<file path="config.mk">
export PLATFORM = sky130hd
export DESIGN_NAME = dmem_arbiter
export DESIGN_NICKNAME = d
export VERILOG_FILES = /design/src/rtl/dmem_pkg.sv /design/src/rtl/dmem_arbiter_rr_arb2.sv /design/src/rtl/dmem_arbiter.sv
export SDC_FILE = /design/constraint.sdc
export NUM_CORES = 1
export LEC_CHECK = 0
export CAP_MARGIN = 20
export CORE_MARGIN = 2
export CORE_UTILIZATION = 40
export CTS_CLUSTER_SIZE = 12
export DETAILED_ROUTE_END_ITERATION = 10
export PLACE_DENSITY = 0.9
export RECOVER_POWER = 50
export SYNTH_ARGS = -nofsm -noshare
export SYNTH_HDL_FRONTEND = slang
export SYNTH_SLANG_ARGS = --single-unit
</file>
<file path="constraint.sdc">
create_clock -name clk -period 2.94 [get_ports clk]
set_input_delay 0.882 -clock clk [delete_from_list [all_inputs] [get_ports clk]]
set_output_delay 0.882 -clock clk [all_outputs]
set_load 0.01 [all_outputs]
</file>
<file path="src/rtl/dmem_pkg.sv">
// Shared definitions for the data-memory arbiter: FSM state encoding,
// default geometry of the 16-bit data memory and requester port ids.
package dmem_pkg;

   localparam int DMEM_DW    = 16;
   localparam int DMEM_AW    = 16;
   localparam int DMEM_DEPTH = 1024;

   localparam logic PORT_CPU = 1'b0;
   localparam logic PORT_DMA = 1'b1;

   typedef enum logic [1:0] {
      IDLE   = 2'd0,
      ACCESS = 2'd1,
      DONE   = 2'd2
   } state_t;

endpackage

</file>
<file path="src/rtl/dmem_arbiter_rr_arb2.sv">
// Two-input round-robin picker. Grant is combinational from req; the
// last winner is remembered only when the caller says the grant is taken.
module rr_arb2
   import dmem_pkg::*;
(
   input  logic       clk,
   input  logic       reset_n,
   input  logic [1:0] req,
   input  logic       advance,
   output logic [1:0] grant
);

   logic last_grant;

   // Pick the lone requester, or on a tie the port that did not win last.
   always_comb begin
      grant = 2'b00;
      case (req)
         2'b01:   grant = 2'b01;
         2'b10:   grant = 2'b10;
         2'b11:   grant = (last_grant == PORT_DMA) ? 2'b01 : 2'b10;
         default: grant = 2'b00;
      endcase
   end

   // Remember the winner; reset favours the CPU port on the first tie.
   always_ff @(posedge clk) begin
      if (!reset_n)
         last_grant <= PORT_DMA;
      else if (advance && (grant != 2'b00))
         last_grant <= grant[1];
   end

endmodule

</file>
<file path="src/rtl/dmem_arbiter.sv">
// Two-port arbiter and access sequencer for the 16-bit data memory.
// Port 0 = CPU load/store, port 1 = loader/debug DMA. One access in flight:
// IDLE/DONE arbitrate, ACCESS drives the memory for one full cycle.
// Optional macro DMEM_ARB_PERF_EN adds saturating grant/conflict counters.
module dmem_arbiter
   import dmem_pkg::*;
#(
   parameter int DW    = DMEM_DW,
   parameter int AW    = DMEM_AW,
   parameter int DEPTH = DMEM_DEPTH
) (
   input  logic          clk,
   input  logic          reset_n,
   input  logic          req0,
   input  logic          we0,
   input  logic [AW-1:0] addr0,
   input  logic [DW-1:0] wdata0,
   output logic          gnt0,
   output logic          rvalid0,
   output logic [DW-1:0] rdata0,
   output logic          err0,
   input  logic          req1,
   input  logic          we1,
   input  logic [AW-1:0] addr1,
   input  logic [DW-1:0] wdata1,
   output logic          gnt1,
   output logic          rvalid1,
   output logic [DW-1:0] rdata1,
   output logic          err1,
   output logic [AW-1:0] mem_addr,
   output logic [DW-1:0] mem_wdata,
   output logic          mem_read,
   output logic          mem_write,
   input  logic [DW-1:0] mem_rdata,
   output logic          busy
`ifdef DMEM_ARB_PERF_EN
   ,
   output logic [15:0]   grant_cnt0,
   output logic [15:0]   grant_cnt1,
   output logic [15:0]   conflict_cnt
`endif
);

   state_t        state;
   logic          arb_en;
   logic [1:0]    arb_req;
   logic [1:0]    grant;
   logic          sel_we;
   logic [AW-1:0] sel_addr;
   logic [DW-1:0] sel_wdata;
   logic          sel_in_range;
   logic          cur_port;
   logic          cur_we;
   logic          cur_oor;

   // Arbitration only happens in IDLE or DONE, and never while reset is held.
   assign arb_en  = reset_n && ((state == IDLE) || (state == DONE));
   assign arb_req = arb_en ? {req1, req0} : 2'b00;
   assign gnt0    = grant[0];
   assign gnt1    = grant[1];
   assign busy    = (state != IDLE);

   rr_arb2 u_rr_arb2 (
      .clk     (clk),
      .reset_n (reset_n),
      .req     (arb_req),
      .advance (arb_en),
      .grant   (grant)
   );

   // Steer the winning port's command onto the latch inputs.
   always_comb begin
      sel_we    = we0;
      sel_addr  = addr0;
      sel_wdata = wdata0;
      if (grant[1]) begin
         sel_we    = we1;
         sel_addr  = addr1;
         sel_wdata = wdata1;
      end
      sel_in_range = (sel_addr < AW'(DEPTH));
   end

   // Sequencer: latch the command on grant, hold memory strobes for the
   // ACCESS cycle, then capture the response and pulse rvalid in DONE.
   always_ff @(posedge clk) begin
      if (!reset_n) begin
         state     <= IDLE;
         cur_port  <= PORT_CPU;
         cur_we    <= 1'b0;
         cur_oor   <= 1'b0;
         mem_addr  <= '0;
         mem_wdata <= '0;
         mem_read  <= 1'b0;
         mem_write <= 1'b0;
         rvalid0   <= 1'b0;
         rvalid1   <= 1'b0;
         err0      <= 1'b0;
         err1      <= 1'b0;
         rdata0    <= '0;
         rdata1    <= '0;
      end else begin
         rvalid0   <= 1'b0;
         rvalid1   <= 1'b0;
         err0      <= 1'b0;
         err1      <= 1'b0;
         mem_addr  <= '0;
         mem_wdata <= '0;
         mem_read  <= 1'b0;
         mem_write <= 1'b0;
         case (state)
            IDLE, DONE: begin
               if (grant != 2'b00) begin
                  state     <= ACCESS;
                  cur_port  <= grant[1];
                  cur_we    <= sel_we;
                  cur_oor   <= ~sel_in_range;
                  mem_addr  <= sel_addr;
                  mem_wdata <= sel_wdata;
                  mem_read  <= sel_in_range & ~sel_we;
                  mem_write <= sel_in_range & sel_we;
               end else begin
                  state <= IDLE;
               end
            end
            ACCESS: begin
               state <= DONE;
               if (cur_port == PORT_CPU) begin
                  rvalid0 <= 1'b1;
                  err0    <= cur_oor;
                  if (cur_oor)
                     rdata0 <= '0;
                  else if (!cur_we)
                     rdata0 <= mem_rdata;
               end else begin
                  rvalid1 <= 1'b1;
                  err1    <= cur_oor;
                  if (cur_oor)
                     rdata1 <= '0;
                  else if (!cur_we)
                     rdata1 <= mem_rdata;
               end
            end
            default: state <= IDLE;
         endcase
      end
   end

`ifdef DMEM_ARB_PERF_EN
   function automatic logic [15:0] sat_inc16(input logic [15:0] v);
      return (v == 16'hFFFF) ? v : v + 16'd1;
   endfunction

   // Saturating counters of grants per port and of contended arbitrations.
   always_ff @(posedge clk) begin
      if (!reset_n) begin
         grant_cnt0   <= 16'd0;
         grant_cnt1   <= 16'd0;
         conflict_cnt <= 16'd0;
      end else begin
         if (grant[0])
            grant_cnt0 <= sat_inc16(grant_cnt0);
         if (grant[1])
            grant_cnt1 <= sat_inc16(grant_cnt1);
         if (arb_en && req0 && req1)
            conflict_cnt <= sat_inc16(conflict_cnt);
      end
   end
`endif

endmodule

</file>
# Yosys cells after proc, flatten, opt, wreduce, memory -nomap -nowiden
# Index checks and enable logic that the tools add are counted.
# word_totals
regBits	76
input_bits	86
output_inout_bits	73
elab_cells	55
# op_classes
n_lt_le_gt_ge	1
n_eq_ne	6
muxes	12
bitwise_logic	7
reduce_logical	14
# op_table
cell	n
$mux 16	4
$lt 16x11->1 const B	1
$reduce_and 3->1	4
$eq 2x2->1 const B	3
$pmux 2 s3	1
$not 1->1	5
$eq 2x1->1 const B	2
$mux 1	4
$mux 2	2
$pmux 2 s2	1
$reduce_and 2->1	2
$reduce_bool 2->1	2
$reduce_or 3->1	1
$and 1x1->1	2
$logic_and 1x1->1	2
$logic_not 2->1	1
$ne 2x1->1 const B	1
$reduce_or 2->1	1
$logic_or 1x1->1	1

# Depth between registers and ports, before layout
# logic_depth
ltp_word	9
ltp_mapped	7
depth_no_buf	5

# By module
# From an unflattened synthesis, not the netlist that was laid out.
# hier_totals
hier_cells	276
hier_area_um2	2976.6
# by_module_without_submodules
module	n_inst	cells_per_inst	area_each_um2	seq_area_each_um2
dmem_arbiter	1	269	2917.8	1501.4
rr_arb2	1	7	58.8	20.0

# Worst setup path after synthesis
# OpenSTA, ideal clock, no wires.
# synth_timing
path_type	input -> output
from	input port reset_n
to	output port gnt1
arrival_ns	1.495
t_required_ns	2.058
setup_slack_ns	0.563
stages	4
n_path_buf	1
cell_sequence	nor2b_2 -> nand3_2 -> inv_2 -> buf_2
# synth_between
elab_chain_len	4
elab_cells_between_ends	6
cone_classes	eq/ne (3); mux (2); reduce/logical (1)
# synth_lines
element	line_no	source
start, declared	dmem_arbiter.sv:13	input logic reset_n,
$logic_and 1x1->1 *	dmem_arbiter.sv:57	assign arb_en = reset_n && ((state == IDLE) || (state == DONE));
$mux 2 *	dmem_arbiter.sv:58	assign arb_req = arb_en ? {req1, req0} : 2'b00;
$eq 2x2->1 / $eq 2x1->1 (equally long branches)	dmem_arbiter_rr_arb2.sv:18	case (req)
$pmux 2 s3 *	dmem_arbiter_rr_arb2.sv:18	
end, declared	dmem_arbiter.sv:26	output logic gnt1,
# Mark *: on every way between the ends. The rest lies on a longest branch, timed or not.

# Final worst setup path
# Ends and elaborated chain as after synthesis.

==> flow_summary_export.csv <==
group,metric,value,unit
sta,fin_skew,0.00754,ns
grt,grtUsageTotal,19.1,%
finish,multi_input_area,1260,µm²
synthesis,ys_types,28,
pwr,power_frac_clock,35.3,%
synthesis,synth_most_common_cell,"dfxtp_1",
detailed_routing,viasPerCell,4.62,
sta,tightest_slew,1.19,ns
pwr,ir_drop,0.328,mV
pwr,p_int,1.75,mW
pwr,power.density,483,nW/µm²
synthesis,synth_cells,315,
critical_path,critical_path_class,"in2out",
critical_path,cp.arrival,1.99,ns
placement,dp_hpwl,5710,µm
pwr,leakagePower,2.02,nW
finish,n_antenna_cell,0,
die,die_area,7960,µm²
critical_path,timing.rr.start,"state[0]$_SDFF_PN0_",
placement,dp_cells,560,
job,maxCapViolCount,0,
die,die_w,89.2,µm
finish,fin_cells,576,
critical_path,path_cells,"clkdlybuf4s50_1, nor2b_4, nand3_2, inv_2, clkdlybuf4s15_1",
critical_path,path_max_fanout,3,
pwr,sw_frac_of_total,23.9,%
pwr,finalPower,2.30,mW
synthesis,async_flop_share,0,%
synthesis,yosys-top-cells-count,"dfxtp_1, nand2_1, nor2b_1, a21oi_1, mux2i_1",
grt,grt_max_degree,39,
critical_path,critical_path.endpoint_type,"output pin",
synthesis,synthFlopType,"dfxtp_1",
sta,setup_viol,0,
sta,max_freq,348,MHz
grt,grt_overflow,0,
critical_path,path_buf_inv,3,
synthesis,ys_ff_latch,76,
synthesis,synthTopCellsByArea,"dfxtp_1, mux2i_1, nor2b_1",
synthesis,synth_largest_area_cell,"dfxtp_1",
outcome,status,"complete, no violations",
synthesis,yosysWarnings,0,
clock_tree,cts_root_buf,"clkbuf_8",
sta,max_slew_margin,20.8,%
sta,maxSlewViolCount,0,
detailed_routing,drtIter0Drc,67,
synthesis,synth_edf_count,0,
critical_path,critPathRequiredTime,2.06,ns
die,core_area,7140,µm²
finish,nFillCells,595,
synthesis,syn-cell-area,2900,µm²
detailed_routing,routed_wl,7750,µm
clock_tree,cts_max_level,3,
finish,areaGrowthSynthToFinish,63.9,%
die,ios,159,
pwr,combPwrFrac,17.1,%
clock_tree,cts_made_buffers,9,
critical_path,setup.worst_path.start,"reset_n",
critical_path,cp_slowest_cell,"clkdlybuf4s50_1",
placement,portBuffers,158,
sta,finalCriticalPeriod,2.87,ns
critical_path,cp-start-kind,"input pin",
synthesis,synth_top_area_share,52.4,%
sta,rsz0062_at_grt,"no",
critical_path,cp_slowest_stage_delay,0.50,ns
pwr,p_seq_share,47.6,%
critical_path,critPathTopFamily,"buffers and inverters",
synthesis,yosysSeqAreaShare,52.4,%
clock_tree,clk_latency,0.33,ns
clock_tree,clockBufferDepth,2,
finish,regArea,1520,µm²
detailed_routing,drcViolationCount,0,
finish,fin_nets,558,
hold_path,hp-class,"reg2reg",
detailed_routing,wl_per_cell,13.5,µm
detailed_routing,ant_nets,0,
pwr,power.switching,0.550,mW
clock_tree,clk_pin_slew,0.07,ns
critical_path,cp-endpoint,"gnt1",
sta,post-route-period-util,97.6,%
synthesis,syn-num-nets,401,
die,initial_utilization,40.7,%
synthesis,syn_avg_cell_area,9.22,µm²
grt,grt_pass1_vias,2600,
detailed_routing,vias,2660,
detailed_routing,drt_first_pass_iters,4,
grt,grt_first_pass_wirelength,11700,µm
clock_tree,clkSinkCount,76,
sta,holdWs,0.521,ns
die,die_y,89.2,µm
placement,globalplace.congestion,0.730,
critical_path,r2r_setup_slack,1.25,ns
critical_path,r2r_cells,5,
die,rows,31,
clock_tree,cts_tree,"done",
grt,antenna_found_initial,0,
sta,hold_violations,0,
critical_path,cp.depth,5,
critical_path,r2r-end,"mem_wdata[2]$_SDFF_PN0_",
finish,layout-drive-gt1-share,5.66,%
clock_tree,post_cts_buffers,0,
-- state kept, by name, indices dropped and copies added (netlist names) --
signal                cells
err1                      1
cur_port                  1
mem_read                  1
mem_addr                 16
mem_write                 1
state                     2
rdata0                   16
rvalid0                   1
err0                      1
rdata1                   16
u_rr_arb2.last_grant      1
rvalid1                   1
mem_wdata                16
cur_oor                   1
cur_we                    1
-- through the flow --
stage	setup WS [ns]	util, %	TNS, ns	area, µm²
6_report	0.0700	66.7	0	4760
5_1_grt	0.0285	66.7	0	4760
4_1_cts	0.0196	66.8	0	4770
3_5_place_dp	-0.296	64.0	-0.561	4560
3_3_place_gp	-0.295	64.0	-0.569	4560
2_1_floorplan	0.563	-	0	2900
-- worst min path at each step --
stage                                      start                           endpoint  slack (ns)  depth (start not counted)
2_1_floorplan  u_rr_arb2.last_grant$_SDFFE_PN1P_  u_rr_arb2.last_grant$_SDFFE_PN1P_        0.46                          2
3_3_place_gp              rdata0[6]$_SDFFE_PN0P_             rdata0[6]$_SDFFE_PN0P_        0.50                          2
3_5_place_dp              rdata0[6]$_SDFFE_PN0P_             rdata0[6]$_SDFFE_PN0P_        0.50                          2
4_1_cts                   rdata0[6]$_SDFFE_PN0P_             rdata0[6]$_SDFFE_PN0P_        0.52                          2
5_1_grt                   rdata0[1]$_SDFFE_PN0P_             rdata0[1]$_SDFFE_PN0P_        0.55                          2
6_report                  rdata0[6]$_SDFFE_PN0P_             rdata0[6]$_SDFFE_PN0P_        0.52                          2
-- cell families after synthesis --
logic type,after synthesis,share of synthesized area (%)
and+or+nand+nor,141,24.5
muxes,33,11.4
DFF,76,52.4
AOI/OAI and AO/OA,41,7.41
buffers and inverters,24,4.35
-- worst min-delay path, cell delays in order (launching register included) --
cell     delay, ns
dfxtp_1       0.33
mux2i_1       0.06
nor2b_1       0.09
-- cell type report --
| class | count | share of cell area (%) |
|---|---|---|
| Timing Repair Buffer | 166 | 34.3 |
| Inverter | 4 | 0.315 |
| Clock buffer | 13 | 3.34 |
| Clock inverter | 3 | 0.920 |
| Sequential cell | 76 | 32.0 |
| Multi-Input combinational cell | 215 | 26.6 |
| Tap cell | 99 | 2.60 |
-- per-layer routing --
metal | vias up | track usage, % | share of wire, %
li1 | 1332 | - | -
met1 | 1198 | 21.2 | 39
met2 | 122 | 32.4 | 50
met3 | 8 | 9.14 | 10
met4 | 0 | 5.83 | 1.0
met5 | - | 0 | 0
-- power by group through the flow --
stage / Combinational (mW) / Sequential [mW] / Clock (mW)
after floorplan: 0.146 / 1.14 / 0
after CTS: 0.407 / 1.10 / 0.831
final: 0.394 / 1.09 / 0.810
after global placement: 0.395 / 1.12 / 0
after global routing: 0.427 / 1.10 / 0.873
after detailed placement: 0.403 / 1.12 / 0
-- layout by cell type (no fill, tap or decap), drive strengths merged, types with 2 or more instances in the layout --
cell | Yosys | routed
a21oi | 35 | 35
and2 | 2 | 2
and3 | 2 | 2
buf | 8 | 7
clkbuf | 12 | 15
clkdlybuf4s50 | 0 | 124
dfxtp | 76 | 76
dlygate4sd3 | 0 | 32
inv | 4 | 5
mux2i | 33 | 33
nand2 | 71 | 71
nand3 | 2 | 2
nor2 | 2 | 2
nor2b | 52 | 52
nor3 | 3 | 3
nor3b | 2 | 2
nor4 | 2 | 2
o21a | 2 | 2
o21ai | 3 | 3
-- what timing repair did --
item,CTS,global route
hold buffers,0,0
resized for setup,3,3
setup endpoints to repair,2,2
Note: power is estimated with default switching activity, not from simulation.
